<file path="config.mk">
export PLATFORM = sky130hd
export DESIGN_NAME = ws2812b_rx_flat
export DESIGN_NICKNAME = d
export VERILOG_FILES = /design/src/rtl/ws2812b_rx_if.sv /design/src/rtl/ws2812b_rx.sv /design/src/flat_wrapper.sv
export SDC_FILE = /design/constraint.sdc
export NUM_CORES = 1
export LEC_CHECK = 0
export CORE_MARGIN = 4
export CORE_UTILIZATION = 60
export DETAILED_ROUTE_END_ITERATION = 16
export DONT_BUFFER_PORTS = 1
export PLACE_DENSITY = 0.84
export SETUP_SLACK_MARGIN = 0.5
export SYNTH_ARGS = -nofsm -noshare
export SYNTH_HDL_FRONTEND = slang
export SYNTH_SLANG_ARGS = --single-unit
</file>
<file path="constraint.sdc">
create_clock -name clk -period 3.71 [get_ports clk]
set_clock_uncertainty 0.1 [all_clocks]
set_input_delay 0.742 -clock clk [delete_from_list [all_inputs] [get_ports clk]]
set_output_delay 0.742 -clock clk [all_outputs]
set_load 0.02 [all_outputs]
</file>
<file path="src/rtl/ws2812b_rx_if.sv">
// Strip-side bundle for the WS2812B receiver: data line in, decoded pixels and frame status out.
interface ws2812b_rx_if;
    logic        din;
    logic [23:0] data_out;
    logic        valid;
    logic        latch;
    logic [7:0]  pixel_count;
    logic [7:0]  frame_pixels;
    logic        error;
    logic        busy;

    modport master (
        output din,
        input  data_out, valid, latch, pixel_count, frame_pixels, error, busy
    );

    modport slave (
        input  din,
        output data_out, valid, latch, pixel_count, frame_pixels, error, busy
    );
endinterface

</file>
<file path="src/rtl/ws2812b_rx.sv">
// WS2812B NRZ receiver: classifies high-pulse widths into bits, assembles GRB pixels,
// detects the latch gap and flags over-long highs or partial pixels.
module ws2812b_rx #(
    parameter int T_BIT_THRESH = 38,
    parameter int T_HIGH_MAX   = 128,
    parameter int T_RESET      = 3200,
    parameter int CNT_W        = 16
) (
    input  logic         clk,
    input  logic         reset,
    ws2812b_rx_if.slave  bus
);
    typedef enum logic [1:0] {IDLE, HIGH, BAD, LOW} state_t;

    state_t           state_q;
    logic             s1_q, s2_q, s3_q;
    logic [CNT_W-1:0] cnt_q;
    logic [22:0]      sr_q;
    logic [4:0]       bit_cnt_q;
    logic [23:0]      data_q;
    logic [7:0]       pc_q, fp_q;
    logic             valid_q, latch_q, error_q;

    logic             rise, fall, bit_d;
    logic [23:0]      pix_d;

    assign rise  = s2_q & ~s3_q;
    assign fall  = ~s2_q & s3_q;
    // cnt holds width-1 at the fall, so +1 counts the edge cycle too
    assign bit_d = (32'(cnt_q) + 32'd1) >= 32'(T_BIT_THRESH);
    assign pix_d = {sr_q, bit_d};

    always_ff @(posedge clk) begin
        if (reset) begin
            state_q   <= IDLE;
            s1_q      <= 1'b0;
            s2_q      <= 1'b0;
            s3_q      <= 1'b0;
            cnt_q     <= '0;
            sr_q      <= '0;
            bit_cnt_q <= '0;
            data_q    <= '0;
            pc_q      <= '0;
            fp_q      <= '0;
            valid_q   <= 1'b0;
            latch_q   <= 1'b0;
            error_q   <= 1'b0;
        end else begin
            s1_q    <= bus.din;
            s2_q    <= s1_q;
            s3_q    <= s2_q;
            valid_q <= 1'b0;
            latch_q <= 1'b0;
            error_q <= 1'b0;

            if (rise || fall)
                cnt_q <= '0;
            else if (cnt_q != '1)
                cnt_q <= cnt_q + 1'b1;

            case (state_q)
                IDLE: if (s2_q) state_q <= HIGH;
                HIGH: begin
                    if (fall) begin
                        sr_q    <= pix_d[22:0];
                        state_q <= LOW;
                        if (bit_cnt_q == 5'd23) begin
                            bit_cnt_q <= '0;
                            data_q    <= pix_d;
                            valid_q   <= 1'b1;
                            if (pc_q != 8'hFF) pc_q <= pc_q + 8'd1;
                        end else begin
                            bit_cnt_q <= bit_cnt_q + 5'd1;
                        end
                    end else if (cnt_q == CNT_W'(T_HIGH_MAX - 1)) begin
                        error_q   <= 1'b1;
                        sr_q      <= '0;
                        bit_cnt_q <= '0;
                        state_q   <= BAD;
                    end
                end
                BAD: if (fall) state_q <= LOW;
                LOW: begin
                    if (rise) begin
                        state_q <= HIGH;
                    end else if (cnt_q == CNT_W'(T_RESET - 1)) begin
                        latch_q <= 1'b1;
                        fp_q    <= pc_q;
                        pc_q    <= '0;
                        state_q <= IDLE;
                        // a partial pixel at the gap is dropped and reported
                        if (bit_cnt_q != '0) begin
                            error_q   <= 1'b1;
                            sr_q      <= '0;
                            bit_cnt_q <= '0;
                        end
                    end
                end
                default: state_q <= IDLE;
            endcase
        end
    end

    assign bus.data_out     = data_q;
    assign bus.valid        = valid_q;
    assign bus.latch        = latch_q;
    assign bus.pixel_count  = pc_q;
    assign bus.frame_pixels = fp_q;
    assign bus.error        = error_q;
    assign bus.busy         = (state_q != IDLE);
endmodule

</file>
<file path="src/flat_wrapper.sv">
// flat-port wrapper written by rule: the top's interface ports become plain ports
module ws2812b_rx_flat 
#(
    parameter int T_BIT_THRESH = 38,
    parameter int T_HIGH_MAX   = 128,
    parameter int T_RESET      = 3200,
    parameter int CNT_W        = 16
)
  (clk, reset, bus_din, bus_data_out, bus_valid, bus_latch, bus_pixel_count, bus_frame_pixels, bus_error, bus_busy);
  ws2812b_rx_if bus_i ();
  input  logic clk;
  input  logic reset;
  input wire logic [$bits(bus_i.din)-1:0] bus_din;
  output wire logic [$bits(bus_i.data_out)-1:0] bus_data_out;
  output wire logic [$bits(bus_i.valid)-1:0] bus_valid;
  output wire logic [$bits(bus_i.latch)-1:0] bus_latch;
  output wire logic [$bits(bus_i.pixel_count)-1:0] bus_pixel_count;
  output wire logic [$bits(bus_i.frame_pixels)-1:0] bus_frame_pixels;
  output wire logic [$bits(bus_i.error)-1:0] bus_error;
  output wire logic [$bits(bus_i.busy)-1:0] bus_busy;
  assign bus_i.din = bus_din;
  assign bus_data_out = bus_i.data_out;
  assign bus_valid = bus_i.valid;
  assign bus_latch = bus_i.latch;
  assign bus_pixel_count = bus_i.pixel_count;
  assign bus_frame_pixels = bus_i.frame_pixels;
  assign bus_error = bus_i.error;
  assign bus_busy = bus_i.busy;
  ws2812b_rx #(.T_BIT_THRESH(T_BIT_THRESH), .T_HIGH_MAX(T_HIGH_MAX), .T_RESET(T_RESET), .CNT_W(CNT_W)) u_core (.clk(clk), .reset(reset), .bus(bus_i));
endmodule
</file>
[After elaboration in Yosys (flattened, before gate mapping)]
Cells that the tools add are included.
W data, S select, Z words.
Word-level totals
  bits of input ports: 3
  register bits: 92
  word-level logic and storage cells: 91
Cells by class
  muxes and demuxes: 34
  reduce and logical (&&, ||, !) cells: 13
  magnitude comparators: 1
  bitwise operators: 8
  equality and inequality tests: 18
  add/sub/neg operators: 4
Operators with widths (count)
  $mux W23: 5
  $pmux W23 S2: 1
  $mux W8: 5
  $ge A32 B6 Y1 const B: 1
  $mux W5: 6
  $add A16 B1 Y17 const B: 1
  $add A16 B1 Y16 const B: 1
  $eq A16 B12 Y1 const B: 1
  $eq A16 B7 Y1 const B: 1
  $ne A16 B16 Y1 const B: 1
  $pmux W8 S2: 1
  $ne A2 B1 Y1 const B: 7
  $mux W2: 6
  $pmux W5 S2: 1
  $add A8 B1 Y8 const B: 1
  $ne A8 B8 Y1 const B: 1
  $pmux W2 S4: 1
  $mux W1: 7
  $ne A3 B1 Y1 const B: 2
  $not A1 Y1: 6
  $reduce_and A3 Y1: 2
  $reduce_and A6 Y1: 1
  $reduce_or A3 Y1: 2
  $add A5 B1 Y5 const B: 1
  other kinds (13): 16

[Logic depth before layout (Yosys ltp)]
  depth after elaboration: 5
  gate-level depth with buffers: 9
  depth with buffers taken out: 8

[Worst setup path after synthesis]
No wires, ideal clock.
  path kind: register to register
  start point: register u_core.cnt_q[0]
  end point: register u_core.sr_q[18]
  period minus slack after synthesis: 2437 ps
  data arrival time: 2220 ps
  data required time: 3493 ps
  slack: 1273 ps
  library setup time: 117 ps
  buffers on the path: 2
  cell stages (with the launch flop): 10
  path through: dfxtp_1 ha_1 and3_1 buf_2 nand4_2 or4_4 a21oi_4 nor2_4 buf_6 a22o_1
Between the ends
  cells in the longest elaborated chain, start to end: 3
RTL lines
  start, declared: RTL line ws2812b_rx.sv:17  | logic [CNT_W-1:0] cnt_q;
  start signal, assigned: RTL line ws2812b_rx.sv:59  | cnt_q <= cnt_q + 1'b1;
  $eq A16 B7 Y1 / $eq A16 B12 Y1 (equally long branches): RTL line ws2812b_rx.sv:75, ws2812b_rx.sv:86
  $ne A3 B1 Y1 (no source line) / $ne A2 B1 Y1 (equally long branches)
  $reduce_and A5 Y1 (no source line) (*)
  end signal, assigned: RTL line ws2812b_rx.sv:65  | sr_q <= pix_d[22:0];
  end, declared: RTL line ws2812b_rx.sv:18  | logic [22:0] sr_q;
Every way passes the cells marked *; elsewhere a longest branch is shown, timed or not.
A chain may end at the register's enable or synchronous reset.

[Worst setup path after layout]
  start point: register u_core.bit_cnt_q[0]
  end point: register u_core.pc_q[6], in the netlist u_core.bus.pixel_count[6]
Between the ends
  cells in the longest elaborated chain, start to end: 3
RTL lines
  start, declared: RTL line ws2812b_rx.sv:19  | logic [4:0] bit_cnt_q;
  start signal, assigned: RTL line ws2812b_rx.sv:73  | bit_cnt_q <= bit_cnt_q + 5'd1;
  $eq A5 B5 Y1: RTL line ws2812b_rx.sv:67  | if (bit_cnt_q == 5'd23) begin
  $ne A2 B1 Y1 (no source line)
  $reduce_and A6 Y1 (no source line)
  end signal, assigned: RTL line ws2812b_rx.sv:71  | if (pc_q != 8'hFF) pc_q <= pc_q + 8'd1;
  end, declared: RTL line ws2812b_rx.sv:21  | logic [7:0] pc_q, fp_q;
Every way passes these cells.

==> impl_metrics.yaml <==
routing:
  wl_met2_mm: 3.582
  wl_per_cell_um: 14.90
  via_count: 3072
  ant_nets: 0
  via_per_inst: 6.035
  wl_mm: 7.586
  met1_length_mm: 3.414
  dr.pass1.iters: 5
  highest_layer: "met4"
  dr_wl_met3_um: 490
  drt_iter0_drc: 216
  drc: 0
critical_path:
  startpoint_type: "register"
  worstReg2RegEnd: "u_core.bus.pixel_count[6]$_SDFFE_PP0P_"
  reg2reg_from: "u_core.bit_cnt_q[0]$_SDFFE_PP0P_"
  worstPathArrival_ns: 2.77
  endpoint_kind: "register"
  reg2regPathDepth: 7
  cp_max_fo: 26
  critPathRequiredTime_ns: 3.85
  r2r_slack_ns: 1.08
  critPathKind: "reg -> reg"
power_and_ir_drop:
  p_comb_share_pct: 9.6
  clkPwrFrac_pct: 37.2
  seqPwrFrac_pct: 53.2
  switching_share_pct: 26.32
  power_density_mw_per_mm2: 462.7
  netSwitchingPower_uw: 500.7
  p_int_uw: 1402
  p_leak_uw: 0.001433
  vdd_drop_max_mv: 0.3014
cts:
  clockBufferDepth: 2
  cts_tree: "done"
  clk_latency_ns: 0.36
  htree_num_levels: 3
  cts_hold_buf: 0
  cts_setup_buffers: 0
  clock-sinks: 92
  clock-root-buffer: "clkbuf_8"
  postCtsResizedCells: 0
  numCtsBuffers: 9
  cts.reportedPaths.clkPinSlew_ns: 0.10
global_route:
  grt_pass1_vias: 2739
  track_usage_pct: 19.74
  antenna_found_initial: 0
  grt_max_degree: 50
  grt_pass1_wl_mm: 12.30
  grt_remaining_overflow: 0
sta:
  drv_slew: 0
  hold_ws_ns: 0.3402
  relSlewSlack_pct: 43.06
  finalHoldViolations: 0
  fin_crit_sh_pct: 70.89
  fin_setup_tns_ns: 0
  finalSetupViolations: 0
  worst_pin_slew_ns: 0.8469
  fmax_mhz: 380.2
  timing.final.crit_period_ns: 2.630
  rsz0062_at_grt: "false"
logic_synthesis:
  synth-seq-cells: 92
  syn-mean-instance-area_um2: 8.869
  syn-cell-area_mm2: 0.003902
  ys_seq_area_share_pct: 47.19
  syn_nets: 455
  ys_types: 52
  syn-instance-count: 440
  yosysWarnings: 0
run:
  cap_violations: 0
floorplan:
  rows: 29
  die_width_um: 88.65
  die_h_um: 88.65
  initial_core_util_pct: 61.46
  fp.coreArea_mm2: 0.006350
  io_pins: 47
  die_area_mm2: 0.007859
placement:
  portBuffers: 0
  gp_congestion: 0.9051
  dp_cells: 493
  dp_hpwl_mm: 5.149
worst_hold_path:
  min-delay-start: "reset"
  hold_class: "in -> reg"
  hold_end: "u_core.bus.data_out[10]$_SDFFE_PP0P_"
  worstHoldPathCells: 1
layout:
  drive_gt1_share_pct: 6.481
  final_nets: 442
  area_growth_pct: 5.354
  fin_cells: 509
  diodes: 0
  utilization_pct: 64.75
status:
  run_status: "completed"
==> power by group through the flow <==
| stage | clock network, uW | logic, uW | registers [uW] |
|---|---|---|---|
| 5_1_grt | 766 | 201 | 1010 |
| 3_3_place_gp | 0 | 173 | 1030 |
| 4_1_cts | 719 | 181 | 1010 |
| 2_1_floorplan | 0 | 165 | 1030 |
| 3_5_place_dp | 0 | 182 | 1030 |
| 6_report | 708 | 183 | 1010 |
==> cells in the mapped netlist (all sizes together) <==
master,number,area [um2]
a211oi,4,30.03
a21boi,1,7.510
a21o,1,7.510
a21oi,49,256.5
a221o,1,10.01
a22o,23,201.4
a311oi,1,8.760
a31oi,3,18.77
a32o,2,20.02
and2,3,18.77
and3,6,37.54
and3b,1,8.760
and4,6,52.55
and4bb,1,12.51
buf,7,46.29
clkbuf,19,71.32
dfxtp,92,1842
ha,12,150.1
inv,13,48.80
mux2i,2,20.02
nand2,79,296.5
nand2b,2,12.51
nand3,15,75.07
nand4,8,56.30
nand4b,1,8.760
nor2,27,108.9
nor2b,5,31.28
nor3,5,30.03
nor3b,1,7.510
nor4,9,77.57
nor4b,2,17.52
o2111ai,1,8.760
o211a,2,20.02
o211ai,2,15.01
o21ai,4,20.02
o22ai,2,12.51
o2bb2ai,1,8.760
o31ai,2,15.01
o32ai,1,8.760
or2,2,12.51
or3,2,12.51
or4,1,11.26
xnor2,9,78.83
xor2,10,87.58
==> placed cells by master (no fill, tap or decap), drive strengths merged, types with 2 or more instances in the layout <==
master	count
o31ai	2
o211a	2
nand2b	2
nor3	5
nor4b	2
buf	2
a31oi	3
inv	16
nor2	27
a32o	2
xor2	10
mux2i	2
nand2	79
o22ai	2
nor2b	5
nor4	9
xnor2	9
dfxtp	92
or3	2
a22o	23
o211ai	2
ha	12
or2	2
nand4	8
a211oi	4
and3	6
nand3	15
and4	6
o21ai	4
a21oi	49
and2	3
clkbuf	10
==> critical path: stages (launching register included) <==
cell and delay (ns):
dfxtp_1 0.42, ha_1 0.26, nand4b_1 0.19, or2_2 0.53, o22ai_1 0.57, nand4_1 0.20
xor2_1 0.18, nor2_1 0.06
==> routing by layer <==
metal / vias to the layer above / track usage (%)
met1: 1456 / 25.32
met4: 0 / 6.868
met2: 87 / 31.65
li1: 1518 / -
met3: 11 / 5.866
met5: - / 0
==> stage by stage <==
stage	power, uW	setup WS, ns	area (um2)
2_1_floorplan	1197	1.273	3902
3_3_place_gp	1206	1.170	3896
3_5_place_dp	1216	1.107	3896
4_1_cts	1912	1.080	4111
5_1_grt	1982	0.8764	4111
6_report	1903	1.080	4111
==> sequential cells by signal, summed over array words and instances (netlist names) <==
| name | cells |
|---|---|
| u_core.s2_q | 1 |
| u_core.bus.error | 1 |
| u_core.sr_q | 23 |
| u_core.bus.pixel_count | 8 |
| u_core.cnt_q | 16 |
| u_core.bus.valid | 1 |
| u_core.state_q | 2 |
| u_core.bit_cnt_q | 5 |
| u_core.bus.data_out | 24 |
| u_core.bus.latch | 1 |
| u_core.bus.frame_pixels | 8 |
| u_core.s1_q | 1 |
| u_core.s3_q | 1 |
==> cell type report <==
| cell class | instances | area (um2) |
|---|---|---|
| Sequential cell | 92 | 1842 |
| Inverter | 13 | 48.80 |
| Clock inverter | 6 | 77.57 |
| Timing Repair Buffer | 2 | 15.01 |
| Fill cell | 517 | 2238 |
| Tap cell | 77 | 96.34 |
| Clock buffer | 10 | 137.6 |
| Multi-Input combinational cell | 309 | 1894 |
==> logic make-up after synthesis <==
group	Yosys count	share of synthesized area (%)
AND/OR/NAND/NOR	176	22.76
AO/OA/AOI/OAI	100	17.15
flip-flops	92	47.19
buffers and inverters	39	4.264
XOR/XNOR	19	4.264
adder cells (fa/ha/maj)	12	3.847
multiplexers	2	0.5130
==> worst max path at each step <==
| stage | cells past startpoint | slack [ns] | startpoint | to |
|---|---|---|---|---|
| 2_1_floorplan | 9 | 1.27 | u_core.cnt_q[0]$_SDFFE_PP0N_ | u_core.sr_q[18]$_SDFFE_PP0P_ |
| 3_3_place_gp | 7 | 1.17 | u_core.bit_cnt_q[0]$_SDFFE_PP0P_ | u_core.bus.pixel_count[3]$_SDFFE_PP0P_ |
| 3_5_place_dp | 7 | 1.11 | u_core.bit_cnt_q[0]$_SDFFE_PP0P_ | u_core.bus.pixel_count[4]$_SDFFE_PP0P_ |
| 4_1_cts | 7 | 1.08 | u_core.bit_cnt_q[0]$_SDFFE_PP0P_ | u_core.bus.pixel_count[4]$_SDFFE_PP0P_ |
| 5_1_grt | 6 | 0.88 | u_core.cnt_q[0]$_SDFFE_PP0N_ | u_core.cnt_q[0]$_SDFFE_PP0N_ |
| 6_report | 7 | 1.08 | u_core.bit_cnt_q[0]$_SDFFE_PP0P_ | u_core.bus.pixel_count[6]$_SDFFE_PP0P_ |
Power figures use the tool's default switching activity.
